<file path="src/rtl/pipeline_ctrl.sv">
// Hazard and sequencing controller for the five-stage pipeline: stall/flush control,
// mul/div occupancy FSM and a saturating stall-cycle counter.
module pipeline_ctrl #(
    parameter int unsigned MD_LATENCY = 32
) (
    input  logic        clk,
    input  logic        rst,
    input  logic [4:0]  rsD,
    input  logic [4:0]  rtD,
    input  logic        useRtD,
    input  logic        branchD,
    input  logic        branch_takenD,
    input  logic        jumpD,
    input  logic [4:0]  writeRegE,
    input  logic [4:0]  writeRegM,
    input  logic        Regfile_weE,
    input  logic        memToRegE,
    input  logic        memToRegM,
    input  logic        md_startE,
    input  logic        dmem_stall,
    output logic        stallF,
    output logic        stallD,
    output logic        stallE,
    output logic        stallM,
    output logic        flushD,
    output logic        flushE,
    output logic        flushM,
    output logic        md_busy,
    output logic        md_done,
    output logic [31:0] stall_cycles
);

    // state   | meaning
    // RUN     | no mul/div op in flight
    // MD_WAIT | mul/div op occupying EX, md_cnt counting down to the done cycle
    typedef enum logic {
        RUN     = 1'b0,
        MD_WAIT = 1'b1
    } state_t;

    localparam logic [7:0] LP_MD_INIT = 8'(MD_LATENCY - 1);

    state_t      r_state;
    state_t      w_state_nxt;
    logic [7:0]  r_md_cnt;
    logic [7:0]  w_md_cnt_nxt;
    logic [31:0] r_stall_cycles;

    logic w_match_e;
    logic w_match_m;
    logic w_load_use;
    logic w_br_haz;
    logic w_md_hold;

    always_comb begin
        w_match_e  = Regfile_weE && (writeRegE != 5'd0) &&
                     ((writeRegE == rsD) || (useRtD && (writeRegE == rtD)));
        w_match_m  = memToRegM && (writeRegM != 5'd0) &&
                     ((writeRegM == rsD) || (useRtD && (writeRegM == rtD)));
        w_load_use = memToRegE && w_match_e;
        w_br_haz   = branchD && (w_match_e || w_match_m);
        w_md_hold  = ((r_state == RUN) && md_startE) ||
                     ((r_state == MD_WAIT) && (r_md_cnt != 8'd0));
    end

    always_ff @(posedge clk or negedge rst) begin
        if (!rst) begin
            r_state  <= RUN;
            r_md_cnt <= 8'd0;
        end else begin
            r_state  <= w_state_nxt;
            r_md_cnt <= w_md_cnt_nxt;
        end
    end

    // The functional unit keeps counting through memory waits; only the exit waits.
    always_comb begin
        w_state_nxt  = r_state;
        w_md_cnt_nxt = r_md_cnt;
        md_done      = 1'b0;
        case (r_state)
            RUN: begin
                if (md_startE && !dmem_stall) begin
                    w_state_nxt  = MD_WAIT;
                    w_md_cnt_nxt = LP_MD_INIT;
                end
            end
            MD_WAIT: begin
                if (r_md_cnt != 8'd0) begin
                    w_md_cnt_nxt = r_md_cnt - 8'd1;
                end else if (!dmem_stall) begin
                    md_done     = 1'b1;
                    w_state_nxt = RUN;
                end
            end
            default: w_state_nxt = RUN;
        endcase
    end

    always_comb begin
        stallF = 1'b0;
        stallD = 1'b0;
        stallE = 1'b0;
        stallM = 1'b0;
        flushD = 1'b0;
        flushE = 1'b0;
        flushM = 1'b0;
        if (dmem_stall) begin
            stallF = 1'b1;
            stallD = 1'b1;
            stallE = 1'b1;
            stallM = 1'b1;
        end else if (w_md_hold) begin
            stallF = 1'b1;
            stallD = 1'b1;
            stallE = 1'b1;
            flushM = 1'b1;
        end else if (w_load_use || w_br_haz) begin
            stallF = 1'b1;
            stallD = 1'b1;
            flushE = 1'b1;
        end else if (branch_takenD || jumpD) begin
            flushD = 1'b1;
        end
    end

    always_ff @(posedge clk or negedge rst) begin
        if (!rst) begin
            r_stall_cycles <= 32'd0;
        end else if (stallD && (r_stall_cycles != 32'hFFFF_FFFF)) begin
            r_stall_cycles <= r_stall_cycles + 32'd1;
        end
    end

    assign md_busy      = (r_state == MD_WAIT);
    assign stall_cycles = r_stall_cycles;

endmodule

</file>
<file path="config.mk">
export PLATFORM = sky130hd
export DESIGN_NAME = pipeline_ctrl
export DESIGN_NICKNAME = d
export VERILOG_FILES = /design/src/rtl/pipeline_ctrl.sv
export SDC_FILE = /design/constraint.sdc
export NUM_CORES = 1
export LEC_CHECK = 0
export CELL_PAD_IN_SITES_DETAIL_PLACEMENT = 1
export CELL_PAD_IN_SITES_GLOBAL_PLACEMENT = 1
export CORE_MARGIN = 3
export CORE_UTILIZATION = 38
export DETAILED_ROUTE_END_ITERATION = 10
export GPL_TIMING_DRIVEN = 0
export PLACE_DENSITY_LB_ADDON = 0.3
export SLEW_MARGIN = 20
export SYNTH_ARGS = -nofsm -noshare
export SYNTH_HDL_FRONTEND = slang
export SYNTH_SLANG_ARGS = --single-unit
</file>
<file path="constraint.sdc">
create_clock -name clk -period 3.7 [get_ports clk]
set_input_delay 0.37 -clock clk [delete_from_list [all_inputs] [get_ports clk]]
set_output_delay 0.37 -clock clk [all_outputs]
set_load 0.005 [all_outputs]
</file>
* Word level (Yosys, flattened, before mapping) *
Index checks and enable logic that the tools add are counted.

storage, ports and cells
  register bits = 41
  word-level logic and storage cells = 58
  input port bits = 31
  output and inout bits = 41

cells by class
  add/sub/neg operators = 2
  equality and inequality tests = 7
  mux-type cells = 22
  reductions and logical operators = 23
  bitwise operators = 1

operators with widths
  operator                 number
  $add A32 B1 Y32 const B  1
  $ne A32 B32 Y1 const B   1
  $eq A5 B5 Y1             4
  $mux W1                  18
  $mux W8                  2
  $pmux W8 S2              1
  $logic_and A1 B1 Y1      12
  $reduce_bool A5 Y1       2
  $reduce_bool A8 Y1       1
  $sub A8 B1 Y8 const B    1
  $logic_or A1 B1 Y1       6
  $ne A2 B1 Y1 const B     2
  $pmux W1 S2              1
  $reduce_and A2 Y1        1
  $logic_not A1 Y1         1
  $not A1 Y1               1

* Depth between registers and ports, before layout *
  depth in word-level cells = 11
  mapped depth = 10
  depth with buffers taken out = 9

* Least setup slack after synthesis *
No wires, ideal clock.

  path kind = reg2reg
  start point = reg r_md_cnt[5]
  end point = reg r_stall_cycles[10] (netlist: stall_cycles[10])
  buffers on the path = 0
  path slack = 1528 ps
  data required time = 3575 ps
  stages on the path, launching flop included = 8
  arrival = 2048 ps
  path through = dfrtp_1 or4_4 o31ai_4 nand2_1 nor2_2 nand2_1 nand4_1 mux2_2

on the way
  longest elaborated chain between the ends = 6

RTL lines
  element                 RTL line  text
  start, declared         45        logic [7:0] r_md_cnt;
  start signal, assigned  72        r_md_cnt <= w_md_cnt_nxt;
  $reduce_bool A8 Y1      63        ((r_state == MD_WAIT) && (r_md_cnt != 8'd0));
  $logic_and A1 B1 Y1     63
  $logic_or A1 B1 Y1      62        w_md_hold = ((r_state == RUN) && md_startE) ||
  $mux W1                 113       end else if (w_md_hold) begin
  $mux W1                 108       if (dmem_stall) begin
  via stallD              22        output logic stallD,
  $logic_and A1 B1 Y1     130       end else if (stallD && (r_stall_cycles != 32'hFFFF_FFFF)) begin
  end signal, assigned    131       r_stall_cycles <= r_stall_cycles + 32'd1;
  end, declared           47        logic [31:0] r_stall_cycles;

The timed path passes the listed nets, and every way through them passes these cells.
A chain may end at the register's enable or synchronous reset.

* Final worst setup path *
  start point = reg r_md_cnt[5]
  end point = out flushD

on the way
  longest elaborated chain between the ends = 5

RTL lines
  element              RTL line  text
  $reduce_bool A8 Y1   63
  $logic_and A1 B1 Y1  63
  $logic_or A1 B1 Y1   62
  $mux W1              113
  $mux W1              108
  end, declared        25        output logic flushD,

No other way between the ends.

==> flow_metrics.py <==
metrics = {
    "global_route": {
        "antenna_found_initial": 0,
        "grt_max_degree": 27,
        "grt_pass1_vias": 2162,
        "grt_overflow_total": 0,
        "grt_pass1_wl_mm": 10.67,
        "grt_usage_pct": 18.76,
    },
    "clocking": {
        "clock_latency_ps": 300,
        "cts_made_buffers": 5,
        "cts_num_sinks": 41,
        "cts_tree": "done",
        "htree_levels": 2,
        "clockBufferDepth": 2,
        "root_buffer": "clkbuf_8",
        "clk_pin_slew_worst_paths_ps": 90,
        "cts_setup_buffers": 0,
        "ctsResizeCount": 0,
        "cts_hold_buf": 0,
    },
    "logic_synthesis": {
        "yosysMostFrequentCell": "dfrtp_1",
        "synth_top_area_share_pct": 45.23,
        "yosysSeqAreaShare_pct": 45.23,
        "synthesis.area_um2": 2268,
        "synth_common_cells": "41 x dfrtp_1, 33 x xnor2_1, 22 x xor2_1, 17 x nand4_1, 17 x nor2_1",
        "synthTopCellsByArea": "dfrtp_1 45%, xnor2_1 13%, xor2_1 8.5%",
        "ys.flop_type": "dfrtp_1",
        "synth_edf_count": 0,
        "syn_inst": 224,
        "synth_cell_type_count": 38,
        "synthesis.nets": 257,
        "synthArstFlopShare_pct": 100.0,
        "synth_seq_cells": 41,
        "yosysTopAreaCell": "dfrtp_1",
        "syn_avg_cell_area_um2": 10.13,
        "yosysWarnings": 0,
    },
    "timing": {
        "period_minus_slack_ps": 3170,
        "maxSlewViolCount": 0,
        "final.setup_skew_ps": 14.52,
        "setup_violations": 0,
        "max_slew_margin_pct": 67.74,
        "fin_crit_sh_pct": 85.69,
        "fin_tns_setup_ps": 0,
        "hold_slack_ps": 10.68,
        "final_hold_viol_count": 0,
        "rsz0062_at_grt": "false",
        "tightest_slew_ps": 483.0,
        "fin_ws_ps": 529.6,
        "timing.fmax_mhz": 315.4,
    },
    "worst_setup_path": {
        "cp-end-kind": "primary output",
        "path_cells": "or4_4 -> o31ai_4 -> nand2_1 -> nor2_2 -> nand2_1 -> nor2_1 -> clkdlybuf4s50_1",
        "cpPeakStageDelay_ps": 580,
        "cp.required_ps": 3330,
        "critical_path_arrival_ps": 2800,
        "r2r_setup_slack_ps": 1250,
        "crit_cells": 7,
        "rr_worst_depth": 10,
        "critPathTopFamily": "simple AND/OR/NAND/NOR gates",
        "rr_startpoint": "stall_cycles[0]",
        "start_kind": "register",
        "endpoint": "flushD",
        "r2r_end": "stall_cycles[20]",
        "cp_max_fo": 6,
        "cp_num_buf_inv": 1,
        "crit_top_cell": "nand2_1",
        "slowest_stage": "or4_4",
        "critPathKind": "reg -> out",
        "critPathLaunch": "r_md_cnt[5]",
    },
    "floorplanning": {
        "start_util_pct": 40.21,
        "row_count": 27,
        "die_y_um": 83.26,
        "dieArea_um2": 6932,
        "design.core.area_um2": 5642,
        "chipWidth_um": 83.26,
        "ioPinCount": 72,
    },
    "finish": {
        "synthToLayoutAreaGrowth_pct": 40.93,
        "fin_cells": 376,
        "post-route-cell-area_um2": 3197,
        "drive_above_1_share_pct": 8.224,
        "diodes": 0,
        "post-route-util_pct": 56.66,
        "layout.nets": 336,
    },
    "pwr": {
        "pwr_density_cell_nw_per_um2": 463.9,
        "finalPower_mw": 1.483,
        "max-vdd-ir-drop_mv": 0.2963,
        "p_leak_nw": 1.299,
    },
    "drt": {
        "wl_per_cell_um": 16.61,
        "route.vias.total": 1986,
        "drt_iter0_drc": 56,
        "wirelength_mm": 6.246,
        "via_per_inst": 5.282,
        "firstDrtPassIters": 4,
        "antenna_left": 0,
        "drc_errors": 0,
    },
    "place": {
        "io_buffers": 71,
        "hpwlAfterDp_mm": 4.814,
        "dp_slack_ps": 553.1,
        "gp_congestion": 0.7555,
        "dp_cells": 368,
        "placed_cell_area_um2": 3084,
    },
    "hold_path": {
        "min_path_type": "in -> async",
    },
    "job": {
        "drv_cap": 0,
    },
    "status": {
        "status": "completed",
    },
}
## cell type report
class | count | area (µm²)
buffer | 9 | 52.55
timing repair buffer | 72 | 725.7
clock inverter | 3 | 43.79
multi-input combinational | 169 | 1171
clock buffer | 5 | 68.82
fill | 627 | 2445
inverter | 5 | 18.77
sequential | 41 | 1026
tap | 72 | 90.09
## layout by cell type, fill, tap and decap left out, types with 5 or more instances in the layout
cell             Yosys  routed
clkdlybuf4s50_1      0      70
dfrtp_1             41      41
xnor2_1             33      33
xor2_1              22      22
nor2_1              17      17
nand4_1             17      17
nand3_1             15      15
nand2_1             14      14
and3_1              12      12
inv_1                5       5
clkbuf_8             0       5
## sequential cells by signal, summed over array words and instances, names as in the netlist
name          count
md_busy           1
r_md_cnt          8
stall_cycles     32
## cell families (layout without fill, tap and decap cells)
logic type | Yosys count | count (layout) | synth area share, %
buffers and inverters | 14 | 94 | 3.144
muxes | 2 | 2 | 1.158
adders and majority gates | 2 | 2 | 1.103
and+or+nand+nor | 97 | 97 | 22.89
DFF | 41 | 41 | 45.23
xor gates and xnor gates | 55 | 55 | 21.24
AOI/OAI and AO/OA | 13 | 13 | 5.240
## metal layers
layer | vias to the layer above | GRT usage [%] | part of all wire, %
li1 | 932 | - | -
met1 | 1000 | 23.20 | 44
met2 | 48 | 32.29 | 50
met3 | 6 | 4.167 | 4.1
met4 | 0 | 6.092 | 1.3
met5 | - | 0 | 0
## report_power, final
| part | internal (mW) | switching [mW] |
|---|---|---|
| clock | 0.202 | 0.162 |
| sequential | 0.541 | 0.102 |
| combinational | 0.262 | 0.215 |
## worst min-delay path by stage
stage / to / slack (ps) / cells after the start
5_1_grt: stall_cycles[16] / 10 / 1
2_1_floorplan: md_busy / 70 / 0
3_5_place_dp: r_md_cnt[7] / 350 / 1
6_report: stall_cycles[1] / 10 / 1
3_3_place_gp: stall_cycles[18] / 480 / 1
4_1_cts: stall_cycles[1] / 20 / 1
(Power assumes the default switching activity.)
